<file path="src/rtl/xunit_sha_pkg.sv">
// Shared constants, state encoding and SHA-2 message-schedule sigma helpers
// for the xunit message scheduler.
package xunit_sha_pkg;

  localparam int unsigned WIN_DEPTH = 16;
  localparam int unsigned LOAD_LAST = WIN_DEPTH - 1;

  typedef enum logic [2:0] {
    ST_IDLE  = 3'd0,
    ST_DELAY = 3'd1,
    ST_LOAD  = 3'd2,
    ST_GEN   = 3'd3,
    ST_FIN   = 3'd4
  } state_e;

  localparam int unsigned S256_S0_R0 = 7;
  localparam int unsigned S256_S0_R1 = 18;
  localparam int unsigned S256_S0_SH = 3;
  localparam int unsigned S256_S1_R0 = 17;
  localparam int unsigned S256_S1_R1 = 19;
  localparam int unsigned S256_S1_SH = 10;

  localparam int unsigned S512_S0_R0 = 1;
  localparam int unsigned S512_S0_R1 = 8;
  localparam int unsigned S512_S0_SH = 7;
  localparam int unsigned S512_S1_R0 = 19;
  localparam int unsigned S512_S1_R1 = 61;
  localparam int unsigned S512_S1_SH = 6;

  function automatic logic [31:0] rotr32(input logic [31:0] x, input int unsigned n);
    return (x >> n) | (x << (32 - n));
  endfunction

  function automatic logic [63:0] rotr64(input logic [63:0] x, input int unsigned n);
    return (x >> n) | (x << (64 - n));
  endfunction

  function automatic logic [31:0] sig0_256(input logic [31:0] x);
    return rotr32(x, S256_S0_R0) ^ rotr32(x, S256_S0_R1) ^ (x >> S256_S0_SH);
  endfunction

  function automatic logic [31:0] sig1_256(input logic [31:0] x);
    return rotr32(x, S256_S1_R0) ^ rotr32(x, S256_S1_R1) ^ (x >> S256_S1_SH);
  endfunction

  function automatic logic [63:0] sig0_512(input logic [63:0] x);
    return rotr64(x, S512_S0_R0) ^ rotr64(x, S512_S0_R1) ^ (x >> S512_S0_SH);
  endfunction

  function automatic logic [63:0] sig1_512(input logic [63:0] x);
    return rotr64(x, S512_S1_R0) ^ rotr64(x, S512_S1_R1) ^ (x >> S512_S1_SH);
  endfunction

endpackage

</file>
<file path="src/rtl/xunit_msched_sigma.sv">
// Combinational next-schedule-word generator: sigma1(w14) + w9 + sigma0(w1) + w0,
// SHA-256 on the low 32 bits (upper bits zero) or SHA-512 when mode is set.
module xunit_msched_sigma
  import xunit_sha_pkg::*;
#(
  parameter int unsigned DATA_W = 64
) (
  input  logic              mode,
  input  logic [DATA_W-1:0] w14,
  input  logic [DATA_W-1:0] w9,
  input  logic [DATA_W-1:0] w1,
  input  logic [DATA_W-1:0] w0,
  output logic [DATA_W-1:0] val_c
);

  logic [31:0] sum256_c;

  assign sum256_c = sig1_256(w14[31:0]) + w9[31:0] + sig0_256(w1[31:0]) + w0[31:0];

  if (DATA_W == 64) begin : g_wide
    logic [63:0] sum512_c;
    assign sum512_c = sig1_512(w14[63:0]) + w9[63:0] + sig0_512(w1[63:0]) + w0[63:0];
    assign val_c    = mode ? DATA_W'(sum512_c) : DATA_W'(sum256_c);
  end else begin : g_narrow
    // 32-bit build has no SHA-512 path; mode is meaningless here.
    assign val_c = DATA_W'(sum256_c);
  end

endmodule

</file>
<file path="src/rtl/xunit_msched.sv">
// SHA-256/SHA-512 message scheduler: optional start delay, 16 loaded words,
// then gen0 generated words streamed one per running cycle on out0.
module xunit_msched
  import xunit_sha_pkg::*;
#(
  parameter int unsigned DATA_W  = 64,
  parameter int unsigned DELAY_W = 7,
  parameter int unsigned GEN_W   = 7
) (
  input  logic               clk,
  input  logic               rst,
  input  logic               running,
  input  logic               run,
  output logic               done,
  input  logic [DATA_W-1:0]  in0,
  output logic [DATA_W-1:0]  out0,
  input  logic [DELAY_W-1:0] delay0,
  input  logic               mode,
  input  logic [GEN_W-1:0]   gen0
);

  localparam int unsigned       CNT_W   = (GEN_W > 4) ? GEN_W : 4;
  localparam logic              IS64    = (DATA_W == 64);
  localparam logic [DATA_W-1:0] LO_MASK = DATA_W'(32'hFFFF_FFFF);

  state_e             state_q, state_d;
  logic [DELAY_W-1:0] dly_q, dly_d;
  logic [CNT_W-1:0]   cnt_q, cnt_d;
  logic [GEN_W-1:0]   gen_q, gen_d;
  logic               mode_q, mode_d;
  logic               done_d;
  logic               shift_c;
  logic               gen_sel_c;
  logic [DATA_W-1:0]  val_c;
  logic [DATA_W-1:0]  word_c;
  logic [DATA_W-1:0]  win [WIN_DEPTH];

  xunit_msched_sigma #(.DATA_W(DATA_W)) u_sigma (
    .mode  (mode_q),
    .w14   (win[14]),
    .w9    (win[9]),
    .w1    (win[1]),
    .w0    (win[0]),
    .val_c (val_c)
  );

  // SHA-256 words never carry anything above bit 31.
  assign word_c = (gen_sel_c ? val_c : in0) & (mode_q ? {DATA_W{1'b1}} : LO_MASK);

  always_comb begin
    state_d   = state_q;
    dly_d     = dly_q;
    cnt_d     = cnt_q;
    gen_d     = gen_q;
    mode_d    = mode_q;
    shift_c   = 1'b0;
    gen_sel_c = 1'b0;
    if (run) begin
      // A start pulse wins over freeze and over any operation in flight.
      dly_d   = delay0;
      gen_d   = gen0;
      mode_d  = mode & IS64;
      cnt_d   = '0;
      state_d = (delay0 == '0) ? ST_LOAD : ST_DELAY;
    end else if (running) begin
      unique case (state_q)
        ST_DELAY: begin
          dly_d = dly_q - DELAY_W'(1);
          if (dly_q == DELAY_W'(1)) state_d = ST_LOAD;
        end
        ST_LOAD: begin
          shift_c = 1'b1;
          if (cnt_q == CNT_W'(LOAD_LAST)) begin
            cnt_d   = '0;
            state_d = (gen_q == '0) ? ST_FIN : ST_GEN;
          end else begin
            cnt_d = cnt_q + CNT_W'(1);
          end
        end
        ST_GEN: begin
          shift_c   = 1'b1;
          gen_sel_c = 1'b1;
          if (cnt_q == CNT_W'(gen_q - GEN_W'(1))) begin
            cnt_d   = '0;
            state_d = ST_FIN;
          end else begin
            cnt_d = cnt_q + CNT_W'(1);
          end
        end
        default: ;
      endcase
    end
    done_d = (state_d == ST_IDLE) || (state_d == ST_FIN);
  end

  always_ff @(posedge clk or negedge rst) begin
    if (!rst) begin
      state_q <= ST_IDLE;
      dly_q   <= '0;
      cnt_q   <= '0;
      gen_q   <= '0;
      mode_q  <= 1'b0;
      done    <= 1'b1;
    end else begin
      state_q <= state_d;
      dly_q   <= dly_d;
      cnt_q   <= cnt_d;
      gen_q   <= gen_d;
      mode_q  <= mode_d;
      done    <= done_d;
    end
  end

  // Sliding 16-word window; out0 mirrors the word just written into w[15].
  always_ff @(posedge clk or negedge rst) begin
    if (!rst) begin
      for (int i = 0; i < int'(WIN_DEPTH); i++) win[i] <= '0;
      out0 <= '0;
    end else if (shift_c) begin
      for (int i = 0; i < int'(WIN_DEPTH) - 1; i++) win[i] <= win[i+1];
      win[WIN_DEPTH-1] <= word_c;
      out0             <= word_c;
    end
  end

endmodule

</file>
<file path="config.mk">
export PLATFORM = sky130hd
export DESIGN_NAME = xunit_msched
export DESIGN_NICKNAME = d
export VERILOG_FILES = /design/src/rtl/xunit_sha_pkg.sv /design/src/rtl/xunit_msched_sigma.sv /design/src/rtl/xunit_msched.sv
export SDC_FILE = /design/constraint.sdc
export NUM_CORES = 2
export LEC_CHECK = 0
export ABC_AREA = 1
export CAP_MARGIN = 40
export CELL_PAD_IN_SITES_DETAIL_PLACEMENT = 1
export CELL_PAD_IN_SITES_GLOBAL_PLACEMENT = 2
export CORE_MARGIN = 5
export CORE_UTILIZATION = 34
export DETAILED_ROUTE_END_ITERATION = 16
export GPL_TIMING_DRIVEN = 0
export PLACE_DENSITY = 0.82
export SETUP_SLACK_MARGIN = 0.5
export SYNTH_ARGS = -nofsm -noshare
export SYNTH_HDL_FRONTEND = slang
export SYNTH_SLANG_ARGS = --single-unit
</file>
<file path="constraint.sdc">
create_clock -name clk -period 3.6 [get_ports clk]
set_clock_uncertainty 0.05 [all_clocks]
set_input_delay 0.72 -clock clk [delete_from_list [all_inputs] [get_ports clk]]
set_output_delay 0.72 -clock clk [all_outputs]
set_load 0.01 [all_outputs]
</file>
==> PnR_summary.wiki <==
{| class="wikitable"
! Metric !! Value
|-
| Outcome || finished, violations left
|-
| Violations in the final reports || setup timing
|-
| CP max stage delay || 0.57 ns
|-
| Normalized max-slew margin || 0.360
|-
| Most common cell after layout, fill and taps aside || nand2_1
|-
| Max Cap Violations || 0
|-
| Most prevalent standard cell on the critical path || nand2_4
|-
| Share of the synthesized area in the top cell type || 0.455
|-
| Total global routing overflow || 0
|-
| Via-to-Cell Ratio || 4.94
|-
| Vias in the first global route || 53,891
|-
| Instance count of the mapped netlist || 7,373
|-
| Total CTS buffers || 118
|-
| Clk slew on worst S/H paths || 0.06 ns
|-
| Worst-case setup margin in the final layout || -0.503 ns
|-
| # rows || 151
|-
| Via total after detailed routing || 50,095
|-
| Total wirelength of the detailed-routed design || 245 mm
|-
| Final critical delay including setup and external delays || 4.10 ns
|-
| Path category of the worst min-delay check || in -> async
|-
| Iteration count of the initial detailed-routing pass || 5
|-
| Layout-stage area growth over the synthesis result || 30.3%
|-
| Worst Setup Path Type || reg -> reg
|-
| Worst path cell trace || clkbuf_16 -> xnor2_4 -> xor2_1 -> inv_1 -> fa_1 -> inv_1 -> fa_2 -> inv_2 -> fa_2 -> nand3_2 -> nand3_4 -> nand2_4 -> nand2_8 -> nand2_4 -> nand2_4 -> xor2_1 -> nand2_2 -> nand3_4 -> nand2_2 -> nand2_1
|-
| Biggest area consumer among synthesized cells || dfrtp_1
|-
| Proportion of layout cells with a drive suffix above 1 || 0.221
|-
| Synth Flop Type || dfrtp_1
|-
| Crit end category || register
|-
| GRT Overall Usage || 0.272
|-
| Clock insertion delay at the later pin of the skew report || 0.78 ns
|-
| Final setup violation count || 61
|-
| Netlist cell types || 40
|-
| R2r setup slk || -0.50 ns
|-
| Transition at the pin with the smallest max-transition slack || 0.959 ns
|-
| Register area share after synthesis || 0.455
|-
| Final routed wire length divided by cell count || 24.2 µm
|-
| Number of I/O pins || 148
|-
| Data arrival time of the critical path || 4.71 ns
|-
| Bufs on Longest Clock Path || 3
|-
| EDFF count, synth || 0
|-
| Total nets after synthesis || 7,742
|-
| Endpoints failing hold || 0
|-
| Number of DRC violations after detailed-routing iteration 0 || 3,765
|-
| Global-route wire length before repair || 359 mm
|-
| Final slew viol count || 0
|-
| Startpoint kind of the worst setup timing path || register
|-
| Hold_ws || 0.0211 ns
|-
| CTS tree || built
|-
| Most frequent cells in the layout || nand2_1, dfrtp_1, inv_1
|-
| Number of sinks on the clock net || 1,050
|-
| Share of synthesized registers carrying an async set or reset || 1.00
|-
| Number of warnings reported in the yosys synthesis log || 0
|-
| Clk Tree Root Cell || clkbuf_16
|-
| Final period util || 1.14
|-
| Top cells by area in the synthesized netlist || dfrtp_1, nand2_1, fa_1
|-
| Placeable core region || 169,000 µm²
|-
| Peak fanout along the critical path || 5
|-
| # port buffers || 146
|-
| Seq cells post-synth || 1,050
|-
| Final HPWL DP || 192 mm
|-
| Post-synthesis area per instance || 7.83 µm²
|-
| Achievable Freq || 244 MHz
|-
| Final Wtd Congestion || 0.976
|-
| Width of the die || 422 µm
|-
| # nets final || 8,187
|-
| Largest net degree at the start of global routing || 161
|-
| Worst endpoint required time || 4.20 ns
|-
| # fillers || 19,759
|-
| DIE AREA || 178,000 µm²
|-
| Critical-path top delay cell || fa_2
|-
| # H-tree levels || 3
|-
| Antenna violations before repair || 10
|-
| RSZ-0062 raised after global routing || yes
|-
| Cell Area, Synth || 57,700 µm²
|-
| Effective utilization at floorplan || 0.341
|-
| Overall die height || 422 µm
|-
| Routed Antenna Nets || 0
|-
| DRC violations left || 0
|}
kinds of logic (layout without fill, tap and decap cells):
kind of cell | count (synthesis) | in the layout | synth area share
adders and majority gates | 286 | 286 | 0.0865
and+or+nand+nor | 3784 | 3784 | 0.254
AOI/OAI and AO/OA | 493 | 493 | 0.0453
DFF | 1050 | 1050 | 0.455
other | 0 | 12 | 0
xor gates and xnor gates | 396 | 396 | 0.0601
buffers and inverters | 1364 | 1904 | 0.0990
critical path, delay by kind of cell (launching register included):
| family | cells | cell delay, ns |
|---|---|---|
| adder cells (fa/ha/maj) | 3 | 1.47 |
| AND/OR/NAND/NOR | 10 | 1.01 |
| buffers and inverters | 4 | 0.40 |
| flip-flops | 1 | 0.40 |
| XOR/XNOR | 3 | 0.64 |
metal layers:
metal  vias to the layer above  share of wire  track usage
li1                      22852              -            -
met1                     25540           0.44        0.373
met2                      1298           0.46        0.438
met3                       405          0.057       0.0403
met4                         0          0.047        0.104
met5                         -              0            0
stage by stage:
step | cells | setup WS [ns] | setup TNS (ns) | cell area, µm² | util
6_report | 10143 | -0.503 | -20.53 | 75200 | 0.445
3_3_place_gp | 9737 | -47.90 | - | 64400 | 0.381
5_1_grt | 10132 | -0.576 | -26.22 | 75200 | 0.445
2_1_floorplan | 7373 | 0.186 | 0 | 60200 | -
3_5_place_dp | 9756 | -1.09 | -105.91 | 64800 | 0.383
4_1_cts | 10089 | -0.417 | -14.54 | 73500 | 0.435
path summary, 6_finish.rpt:
kind,start,to,depth (start not counted)
max reg2reg,win[85],win[17],20
min reg2reg,win[280],win[344],2
max in group asynchronous,rst,state_q[2],5
min in group clk,run,done,4
max,win[85],win[17],20
min,rst,win[553],2
state kept, by name, indices dropped and copies added, names as in the netlist:
name / flops
dly_q: 7
done: 1
gen_q: 7
cnt_q: 7
win: 1024
state_q: 3
mode_q: 1
repair_timing:
item                                   4_1_cts  5_1_grt
gates resized for setup                    803      339
endpoints found under the hold margin       76        0
setup endpoints to repair                  197       63
buffers inserted                           115       40
cloned                                       1        0
hold buffers                                 2        0
pin swaps                                  336      274
cell type report:
cell class / count / area, µm² / area share
inverters: 959 / 3620 / 0.0481
clock buffers: 170 / 3400 / 0.0452
well taps: 2218 / 2780 / 0.0369
diodes: 12 / 30.0 / 0.000399
plain buffers: 405 / 3040 / 0.0404
clock inverters: 45 / 661 / 0.00878
multi-input cells: 4959 / 32000 / 0.425
flip-flops and latches: 1050 / 26300 / 0.349
repair buffers: 325 / 3420 / 0.0454
synth_stat cells (18+ instances only):
cell,n
nor3_1,18
ha_1,98
nand2_1,3287
o21a_1,18
nand4_1,23
clkbuf_1,136
a21oi_1,81
dfrtp_1,1049
nor2_1,231
xor2_1,220
nand3_1,187
fa_1,188
buf_2,161
o21ai_0,340
buf_4,100
xnor2_1,176
inv_1,953
Power is not shown: default switching activity piles up to over one toggle a cycle in this logic, so the estimate is an artifact.
